==> config.mk <==
export PLATFORM = sky130hd
export DESIGN_NAME = dds_channel
export DESIGN_NICKNAME = d
export VERILOG_FILES = /design/src/rtl/dds_channel.sv
export SDC_FILE = /design/constraint.sdc
export NUM_CORES = 1
export LEC_CHECK = 0
export CORE_MARGIN = 8
export CORE_UTILIZATION = 60
export CTS_CLUSTER_DIAMETER = 40
export DETAILED_ROUTE_END_ITERATION = 10
export PLACE_DENSITY = 0.78
export REMOVE_ABC_BUFFERS = 1
export SLEW_MARGIN = 10
export SYNTH_ARGS = -nofsm -noshare
export SYNTH_HDL_FRONTEND = slang
export SYNTH_SLANG_ARGS = --single-unit
==> constraint.sdc <==
create_clock -name clk -period 7.24 [get_ports clk]
set_clock_uncertainty 0.05 [all_clocks]
set_input_delay 1.448 -clock clk [delete_from_list [all_inputs] [get_ports clk]]
set_output_delay 1.448 -clock clk [all_outputs]
set_load 0.02 [all_outputs]
==> src/rtl/dds_channel.sv <==
// Single-channel DDS: 32-bit phase accumulator, sine/square/triangle/saw
// generation with amplitude scaling, and deferred glitch-free reconfiguration.
module dds_channel #(
  parameter int unsigned PHASE_W = 32,
  parameter int unsigned ROM_AW  = 10,
  parameter int unsigned LATENCY = 3
) (
  input  logic               clk,
  input  logic               rst,
  input  logic               en,
  input  logic               cfg_valid,
  output logic               cfg_ready,
  input  logic [PHASE_W-1:0] cfg_freq,
  input  logic [1:0]         cfg_wave,
  input  logic [8:0]         cfg_amp,
  input  logic               cfg_phase_rst,
  output logic [ROM_AW-1:0]  rom_addr,
  input  logic [13:0]        rom_data,
  output logic [13:0]        dac_data,
  output logic               sync
);

  localparam int unsigned SMP_W = 14;
  localparam int unsigned AMP_W = 9;
  localparam logic [SMP_W-1:0] MIDSCALE = 14'd8192;
  localparam logic [AMP_W-1:0] AMP_MAX  = 9'd256;

  // Active configuration and accumulator
  logic [PHASE_W-1:0] acc_q, acc_d, freq_q, freq_d;
  logic [1:0]         wave_q, wave_d;
  logic [AMP_W-1:0]   amp_q, amp_d;
  logic               wrap_q, wrap_d;

  // Pending configuration slot
  logic               pend_q, pend_d, ready_q, ready_d;
  logic [PHASE_W-1:0] pfreq_q, pfreq_d;
  logic [1:0]         pwave_q, pwave_d;
  logic [AMP_W-1:0]   pamp_q, pamp_d;
  logic               pprst_q, pprst_d;

  // Pipeline stages
  logic [SMP_W-1:0]   p1_q, p1_d, smp2_q, smp2_d, dac_q, dac_d;
  logic [1:0]         wave1_q, wave1_d;
  logic [AMP_W-1:0]   amp1_q, amp1_d, amp2_q, amp2_d;
  logic               mid1_q, mid1_d, mid2_q, mid2_d;
  logic [LATENCY-1:0] sync_sr_q, sync_sr_d;

  logic [PHASE_W:0]   sum;
  logic               carry, apply;
  logic signed [SMP_W-1:0] s_val;
  logic signed [AMP_W:0]   a_val;
  logic signed [23:0]      prod;
  logic                    unused_prod;

  assign sum   = {1'b0, acc_q} + {1'b0, freq_q};
  assign carry = sum[PHASE_W];
  // Pending set lands on a wrap, or immediately while stopped
  assign apply = pend_q & (~en | carry);

  always_comb begin
    acc_d   = acc_q;
    freq_d  = freq_q;
    wave_d  = wave_q;
    amp_d   = amp_q;
    wrap_d  = en & carry;
    pend_d  = pend_q;
    pfreq_d = pfreq_q;
    pwave_d = pwave_q;
    pamp_d  = pamp_q;
    pprst_d = pprst_q;
    if (en) acc_d = sum[PHASE_W-1:0];
    if (apply) begin
      freq_d = pfreq_q;
      wave_d = pwave_q;
      amp_d  = pamp_q;
      pend_d = 1'b0;
      if (pprst_q) acc_d = '0;
    end else if (cfg_valid && ready_q) begin
      pend_d  = 1'b1;
      pfreq_d = cfg_freq;
      pwave_d = cfg_wave;
      pamp_d  = (cfg_amp > AMP_MAX) ? AMP_MAX : cfg_amp;
      pprst_d = cfg_phase_rst;
    end
    ready_d = ~pend_d;
  end

  // Stage 1 carries phase, wave and amp alongside the ROM lookup
  assign p1_d    = acc_q[PHASE_W-1 -: SMP_W];
  assign wave1_d = wave_q;
  assign amp1_d  = amp_q;
  assign mid1_d  = ~en;
  assign sync_sr_d = {sync_sr_q[LATENCY-2:0], wrap_q & en};

  always_comb begin
    smp2_d = p1_q;
    case (wave1_q)
      2'd0:    smp2_d = rom_data;
      2'd1:    smp2_d = p1_q[SMP_W-1] ? '0 : '1;
      2'd2:    smp2_d = p1_q[SMP_W-1] ? ~{p1_q[SMP_W-2:0], 1'b0} : {p1_q[SMP_W-2:0], 1'b0};
      default: smp2_d = p1_q;
    endcase
  end
  assign amp2_d = amp1_q;
  assign mid2_d = mid1_q;

  // Scale in signed domain; amp <= 256 keeps the result in range
  assign s_val = {~smp2_q[SMP_W-1], smp2_q[SMP_W-2:0]};
  assign a_val = {1'b0, amp2_q};
  assign prod  = 24'(s_val) * 24'(a_val);
  assign dac_d = mid2_q ? MIDSCALE : {~prod[21], prod[20:8]};
  assign unused_prod = ^{prod[23:22], prod[7:0]};

  always_ff @(posedge clk or posedge rst) begin
    if (rst) begin
      acc_q     <= '0;
      freq_q    <= '0;
      wave_q    <= '0;
      amp_q     <= '0;
      wrap_q    <= 1'b0;
      pend_q    <= 1'b0;
      ready_q   <= 1'b1;
      pfreq_q   <= '0;
      pwave_q   <= '0;
      pamp_q    <= '0;
      pprst_q   <= 1'b0;
      p1_q      <= '0;
      wave1_q   <= '0;
      amp1_q    <= '0;
      mid1_q    <= 1'b1;
      smp2_q    <= '0;
      amp2_q    <= '0;
      mid2_q    <= 1'b1;
      dac_q     <= MIDSCALE;
      sync_sr_q <= '0;
    end else begin
      acc_q     <= acc_d;
      freq_q    <= freq_d;
      wave_q    <= wave_d;
      amp_q     <= amp_d;
      wrap_q    <= wrap_d;
      pend_q    <= pend_d;
      ready_q   <= ready_d;
      pfreq_q   <= pfreq_d;
      pwave_q   <= pwave_d;
      pamp_q    <= pamp_d;
      pprst_q   <= pprst_d;
      p1_q      <= p1_d;
      wave1_q   <= wave1_d;
      amp1_q    <= amp1_d;
      mid1_q    <= mid1_d;
      smp2_q    <= smp2_d;
      amp2_q    <= amp2_d;
      mid2_q    <= mid2_d;
      dac_q     <= dac_d;
      sync_sr_q <= sync_sr_d;
    end
  end

  assign rom_addr  = acc_q[PHASE_W-1 -: ROM_AW];
  assign cfg_ready = ready_q;
  assign dac_data  = dac_q;
  assign sync      = sync_sr_q[LATENCY-1];

endmodule

* Word level (Yosys, flattened, before mapping)
Cells that the tools add are included.
** Storage, ports and cells
- Output and inout port bits :: 26
- Logic and storage cells :: 48
- Memory bits (read-only) :: 0
- Bits in latches :: 0
- Register bits :: 189
- Memories kept :: 0
- Bits in writable memories :: 0
** Cells by class
- Mux-type cells :: 10
- Shift operators :: 0
- $mul :: 1
- Equal/unequal tests :: 2
- Reductions and logical operators :: 3
- Magnitude comparators :: 1
- Div/mod/pow operators :: 0
- Add/subtract/negate cells :: 1
- Bitwise gates (word level) :: 10
** Operators with widths (count)
- $mux 32 :: 3
- $mux 14 :: 3
- $pmux 14 s3 :: 1
- $add 32x32->33 :: 1
- $mul 14x10->22 :: 1
- $not 14->14 :: 1
- $gt 9x9->1 const B :: 1
- $mux 9 :: 1
- $not 1->1 :: 5
- $and 1x1->1 :: 3
- $eq 2x1->1 const B :: 1
- $eq 2x2->1 const B :: 1
- $logic_not 2->1 :: 1
- $mux 1 :: 2
- $reduce_and 2->1 :: 1
- $logic_and 1x1->1 :: 1
- $or 1x1->1 :: 1

* Longest topological paths before layout
Gate-level depths: netlist of run 1.
- Depth after elaboration :: 5
- Depth in mapped cells :: 21

* Least setup slack after synthesis of run 1
Ideal clock, no wire load.
- Kind :: register to register
- From :: register amp2_q[3]
- To :: register dac_q[13] (netlist: dac_data[13])
- Arrival :: 5.398 ns
- Cell stages (with the launch flop) :: 22
- Required time :: 7.110 ns
- Period minus slack after synthesis :: 5.528 ns
- Buffers on the path :: 1
- Slack :: 1.712 ns
- Path through :: dfrtp_1 > clkbuf_1 > nand2_1 > fa_1 > inv_1 > fa_1 > inv_1 > fa_1 > inv_1 > fa_1 > inv_1 > fa_1 > inv_1 > ha_1 > and2_1 > o21ai_0 > a2111oi_0 > o31ai_1 > o2111ai_1 > o31ai_1 > xnor2_1 > nand2b_1
** Between the ends
- Longest elaborated chain between the ends :: 3
** RTL lines
- start: declaration :: line 44 : logic [AMP_W-1:0] amp1_q, amp1_d, amp2_q, amp2_d;
- start signal: assignment :: line 153 : amp2_q <= amp2_d;
- $mul 14x10->22 :: line 110 : assign prod = 24'(s_val) * 24'(a_val);
- $not 1->1 :: line 111 : assign dac_d = mid2_q ? MIDSCALE : {~prod[21], prod[20:8]};
- $mux 14 :: line 111
- via dac_d[13] :: line 42 : logic [SMP_W-1:0] p1_q, p1_d, smp2_q, smp2_d, dac_q, dac_d;
- end signal: assignment :: line 134 : dac_q <= MIDSCALE;
- end signal: assignment :: line 155 : dac_q <= dac_d;
- end: declaration :: line 42
The timed path passes the listed nets, and every way through them passes these cells.
A chain may end at the register's enable or synchronous reset.

* Worst setup path after layout of run 1
- From :: register amp2_q[3]
- To :: register dac_q[12] (netlist: dac_data[12])
** Between the ends
- Longest elaborated chain between the ends :: 2
** RTL lines (line)
- $mul 14x10->22 :: 110
- $mux 14 :: 111
- via dac_d[12] :: 42
The timed path passes the listed nets, and every way through them passes these cells.

==> results of run 1 <==
==> synthesized netlist by cell type, types with 3 or more instances <==
| cell type | number |
|---|---|
| a2111oi_0 | 3 |
| a211oi_1 | 10 |
| a21o_1 | 32 |
| a21oi_1 | 40 |
| a221oi_1 | 4 |
| a31oi_1 | 3 |
| and2_1 | 64 |
| and3_1 | 6 |
| buf_2 | 4 |
| buf_4 | 10 |
| buf_6 | 5 |
| clkbuf_1 | 31 |
| dfrtp_1 | 185 |
| dfstp_2 | 4 |
| fa_1 | 101 |
| ha_1 | 78 |
| inv_1 | 135 |
| mux2_2 | 50 |
| mux2_4 | 38 |
| mux2i_1 | 25 |
| nand2_1 | 90 |
| nand2b_1 | 14 |
| nand3_1 | 7 |
| nor2_1 | 64 |
| nor2b_1 | 12 |
| nor3_1 | 10 |
| o21a_1 | 5 |
| o21ai_0 | 33 |
| o21bai_1 | 9 |
| o22ai_1 | 14 |
| o31ai_1 | 3 |
| or3_1 | 3 |
| xnor2_1 | 28 |
| xor2_1 | 19 |
==> metrics by stage <==
| step | instances | hold WS [ns] | utilization | instance area, sq um |
|---|---|---|---|---|
| floorplan | 1117 | 0.281 | - | 12600 |
| global placement | 1484 | 0.282 | 0.658 | 13800 |
| detailed placement | 1484 | 0.286 | 0.658 | 13800 |
| CTS | 1515 | 0.293 | 0.685 | 14400 |
| global route | 1515 | 0.296 | 0.685 | 14400 |
| finish | 1515 | 0.291 | 0.685 | 14400 |
==> final timing paths <==
check / slack (ns) / to / cells past startpoint / from
max: 1.20 / dac_data[12] / 20 / amp2_q[3]
min: 0.29 / amp2_q[1] / 0 / amp1_q[1]
max reg2reg: 1.20 / dac_data[12] / 20 / amp2_q[3]
min reg2reg: 0.29 / amp2_q[1] / 0 / amp1_q[1]
max in group asynchronous: 4.26 / acc_q[2] / 3 / rst
min in group asynchronous: 1.51 / pwave_q[0] / 2 / rst
==> critical path, delay by kind of cell, from the launching register on <==
family	cells	cell delay, ns
compound gates	6	1.77
xor+xnor	1	0.14
fa+ha+maj	6	2.91
buf+inv	5	0.24
flops	1	0.60
simple gates	2	0.19
==> state kept, by name, summed over array words and instances, names as in the netlist, 3 cells and up <==
register	count
acc_q	32
freq_q	32
pfreq_q	32
dac_data	14
p1_q	14
smp2_q	14
amp1_d	9
amp1_q	9
amp2_q	9
pamp_q	9
sync_sr_q	3
==> final cells by class <==
type | count | area [sq um]
Fill cell | 1552 | 6630
Tap cell | 275 | 344
Timing Repair Buffer | 92 | 903
Multi-Input combinational cell | 792 | 7330
Sequential cell | 189 | 4730
Inverter | 136 | 518
Clock buffer | 20 | 457
Clock inverter | 11 | 103
==> metal layers <==
layer,part of all wire,vias up
met5,0,-
met3,0.037,27
met2,0.50,183
li1,-,3963
met4,0.012,0
met1,0.45,4317
==> cell families after synthesis <==
family | Yosys count | synth area share
and+or+nand+nor | 276 | 0.103
DFF | 189 | 0.369
buffers and inverters | 187 | 0.0609
adders and majority gates | 179 | 0.233
AOI/OAI and AO/OA | 177 | 0.0943
muxes | 113 | 0.108
xor gates and xnor gates | 47 | 0.0320
==> results.toml, run 1 <==
[finish]
mostFrequentLayoutCells = "dfrtp_1 (185), inv_1 (134), fa_1 (101), nand2_1 (90), clkdlybuf4s50_1 (86)"
layout_commonest_cell = "dfrtp_1"
syn2layout_area_growth_pct = 12.0
antenna_cells = 0
drive_above_1_share = 0.115
nNetsFinal = 1469

[cts]
htreeDepth = 4
path_clk_slew_ns = 0.08
cts_setup_buffers = 0
clock_latency_ns = 0.43
cts_num_sinks = 189
hold_buffers = 0
cts_resized = 0
cts_buffers = 17
cts_buffer_depth = 2
root_buffer = "clkbuf_16"
cts_tree = "yes"

[global_routing]
grt_max_degree = 126
grt.total_usage = 0.204
grt_overflow = 0
antenna_found_initial = 0
grt_pass1_wl_um = 43600
grt.busiest_layer = "met2"
grt_use_met1 = 0.271
grt.met3_usage = 0.0301
grt_pass1_vias = 8990
grt_use_met2 = 0.347

[sta]
rsz0062_at_grt = "no"
finalWorstSetupSlack_ns = 1.20
max_freq_mhz = 166
fin_crit_ns = 6.04
hold_violations = 0
worst_pin_slew_ns = 0.917
max_slew_margin = 0.386
finalSetupTns_ns = 0
finalCritPeriodShare = 0.834
setup_viol = 0
drv_slew = 0

[detailed_routing]
drc = 0
drtIter0Drc = 405
wl_per_cell_um = 16.9
drtPass1Iterations = 5
via_per_inst = 5.60
drt.antenna.violating_nets = 0
num_vias = 8490
totalWireLength_um = 25600

[floorplan]
fp.dieW_um = 162
dieArea_sq_um = 26300
coreArea_sq_um = 21000
die_h_um = 162
start_util = 0.611
rows = 53
io_pins = 88

[synth]
synth_edf_count = 0
synth_seq_area_share = 0.369
syn_inst = 1168
async_flop_share = 1.00
ys_types = 55
ys_ff_latch = 189
avgSynthCellArea_sq_um = 11.0
synthesis.area_sq_um = 12800
synth_top_cell_by_area = "dfrtp_1"
yosysTopAreaCellShare = 0.360
ys.flop_type = "dfrtp_1"
synth_area_leaders = "dfrtp_1 (36%), fa_1 (16%), ha_1 (7.6%)"
ys.warnings.count = 0

[worst_setup_path]
path_cells = "nand2_1 -> fa_1 -> inv_1 -> fa_1 -> inv_1 -> fa_1 -> inv_1 -> fa_1 -> inv_1 -> fa_1 -> inv_1 -> ha_1 -> o2111ai_1 -> o21bai_1 -> a2111oi_0 -> o31ai_1 -> o2111ai_1 -> a21oi_1 -> xor2_1 -> nor2_1"
cp-start-kind = "register"
critPathArrivalTime_ns = 6.30
cp.required_ns = 7.50
worst-path-max-fanout = 14
slowest_delay_ns = 0.65
end_kind = "register"
criticalPathCategory = "reg2reg"
slowest_stage = "a2111oi_0"

[worst_hold_path]
min_path_type = "reg2reg"

[run]
maxCapViolCount = 0

[outcome]
outcome = "completed"

[placement]
dp_hpwl_um = 19000
gp_congestion = 0.841
io_buffers = 87
pre_cts_ws_ns = 1.17
Power of run 1 is left out: the tool's default activity adds up to more than one toggle a clock period on the data nets, which glitch-free logic cannot reach.
==> run 2: changes to the inputs <==
--- a/config.mk
+++ b/config.mk
@@ -6,10 +6,10 @@
 export NUM_CORES = 1
 export LEC_CHECK = 0
 export CORE_MARGIN = 8
-export CORE_UTILIZATION = 60
+export CORE_UTILIZATION = 55
 export CTS_CLUSTER_DIAMETER = 40
 export DETAILED_ROUTE_END_ITERATION = 10
-export PLACE_DENSITY = 0.78
+export PLACE_DENSITY = 0.75
 export REMOVE_ABC_BUFFERS = 1
 export SLEW_MARGIN = 10
 export SYNTH_ARGS = -nofsm -noshare
==> constraint.sdc (replaced) <==
create_clock -name clk -period 4.9 [get_ports clk]
set_clock_uncertainty 0.05 [all_clocks]
set_input_delay 0.98 -clock clk [delete_from_list [all_inputs] [get_ports clk]]
set_output_delay 0.98 -clock clk [all_outputs]
set_load 0.02 [all_outputs]
==> results.toml, run 2 (synthesis results as in run 1) <==
[detailed_routing]
via_per_inst = 5.28
drt.antenna.violating_nets = 0
drtIter0Drc = 477
totalWireLength_um = 26900
drc = 0
num_vias = 8677
drtPass1Iterations = 5
wl_per_cell_um = 16.4

[cts]
root_buffer = "clkbuf_16"
cts_buffers = 17
cts_num_sinks = 189
htreeDepth = 4
clock_latency_ns = 0.44
path_clk_slew_ns = 0.08
cts_buffer_depth = 2
cts_tree = "yes"

[worst_setup_path]
startpoint = "smp2_q[7]"
worst-path-max-fanout = 3
critPathArrivalTime_ns = 5.49
crit-reg2reg-launch = "smp2_q[7]"
end_kind = "register"
cp.required_ns = 5.17
cp-start-kind = "register"
criticalPathCategory = "reg2reg"

[outcome]
violations = "setup timing"
outcome = "finished with violations"

[global_routing]
grt.total_usage = 0.198
grt_overflow = 0
grt_max_degree = 106
grt_pass1_wl_um = 45800
antenna_found_initial = 2
grt_pass1_vias = 9268

[sta]
setup_viol = 11
max_slew_margin = 0.414
hold_violations = 0
drv_slew = 0
whs_ns = 0.303
finalWorstSetupSlack_ns = -0.316
fin_crit_ns = 5.22
finalCritPeriodShare = 1.06
max_freq_mhz = 192
rsz0062_at_grt = "yes"
worst_pin_slew_ns = 0.876

[finish]
mostFrequentLayoutCells = "dfrtp_1 (183), inv_1 (125), fa_1 (97), clkdlybuf4s50_1 (86), nand2_1 (83)"
multi_input_area_sq_um = 7590
fillers = 1701
ff_latch_area_sq_um = 4740
layout_commonest_cell = "dfrtp_1"
syn2layout_area_growth_pct = 20.1
drive_above_1_share = 0.209
antenna_cells = 0
top_regs = "acc_q (32), freq_q (32), pfreq_q (32)"
nNetsFinal = 1551

[placement]
dp_hpwl_um = 20200
io_buffers = 87
gp_congestion = 0.880
pre_cts_ws_ns = -0.673

[floorplan]
rows = 56
coreArea_sq_um = 23200
die_h_um = 169
fp.dieW_um = 169
start_util = 0.554
dieArea_sq_um = 28500
io_pins = 88

[worst_hold_path]
hold_start = "sync_sr_q[1]"
min_path_type = "reg2reg"

[run]
maxCapViolCount = 0
## run 2: worst paths after layout
| check | slack [ns] | cells after the start | endpoint |
|---|---|---|---|
| max | -0.32 | 22 | dac_data[10] |
| min | 0.30 | 0 | sync_sr_q[2] |
| max reg2reg | -0.32 | 22 | dac_data[10] |
| min reg2reg | 0.30 | 0 | sync_sr_q[2] |
| max in group asynchronous | 2.95 | 3 | amp2_q[5] |
| min in group asynchronous | 1.01 | 2 | pwave_q[0] |
## run 2: per-stage QoR
stage          TNS [ns]  std cells  instance area, sq um   util
2_1_floorplan   -253.19       1117                 12600      -
3_3_place_gp      -3.65       1599                 14400  0.622
3_5_place_dp      -4.44       1599                 14400  0.622
4_1_cts           -1.71       1638                 15400  0.662
5_1_grt           -4.12       1642                 15400  0.665
6_report          -1.96       1642                 15400  0.665
## run 2: per-layer routing
metal  global-route usage  up-vias  routed length (um)
li1                     -     4130                   -
met3               0.0398       31                1200
met2                0.333      169               13400
met5                    0        -                  31
met1                0.258     4343               12000
met4               0.0512        4                 295
## run 2: repair_timing
| item | 4_1_cts | 5_1_grt |
|---|---|---|
| gates resized for setup | 54 | 13 |
| buffers inserted | 8 | 4 |
| hold buffers | 0 | 0 |
| setup endpoints to repair | 11 | 12 |
| hold endpoints to repair | 0 | 0 |
| pin swaps | 46 | 18 |
## run 2: layout make-up
class / count / area share
clock buffers: 18 / 0.0285
clock inverters: 14 / 0.0121
inverters: 136 / 0.0336
multi-input cells: 792 / 0.492
flip-flops and latches: 189 / 0.307
well taps: 319 / 0.0259
repair buffers: 174 / 0.101
## run 2: worst max-delay path, stage by stage, from the launching register on
cell       delay, ns
dfrtp_1         0.39
nand2_1         0.09
fa_1            0.56
inv_2           0.05
fa_1            0.52
inv_2           0.04
fa_1            0.50
inv_1           0.05
fa_1            0.49
inv_2           0.04
fa_1            0.51
inv_2           0.05
ha_4            0.26
buf_4           0.10
and2_4          0.14
o21ai_4         0.07
a2111oi_4       0.41
o31ai_4         0.12
buf_4           0.15
o21ba_4         0.19
o21bai_1        0.14
xnor2_1         0.13
nor2_1          0.05
Power of run 2 is left out for the same reason.
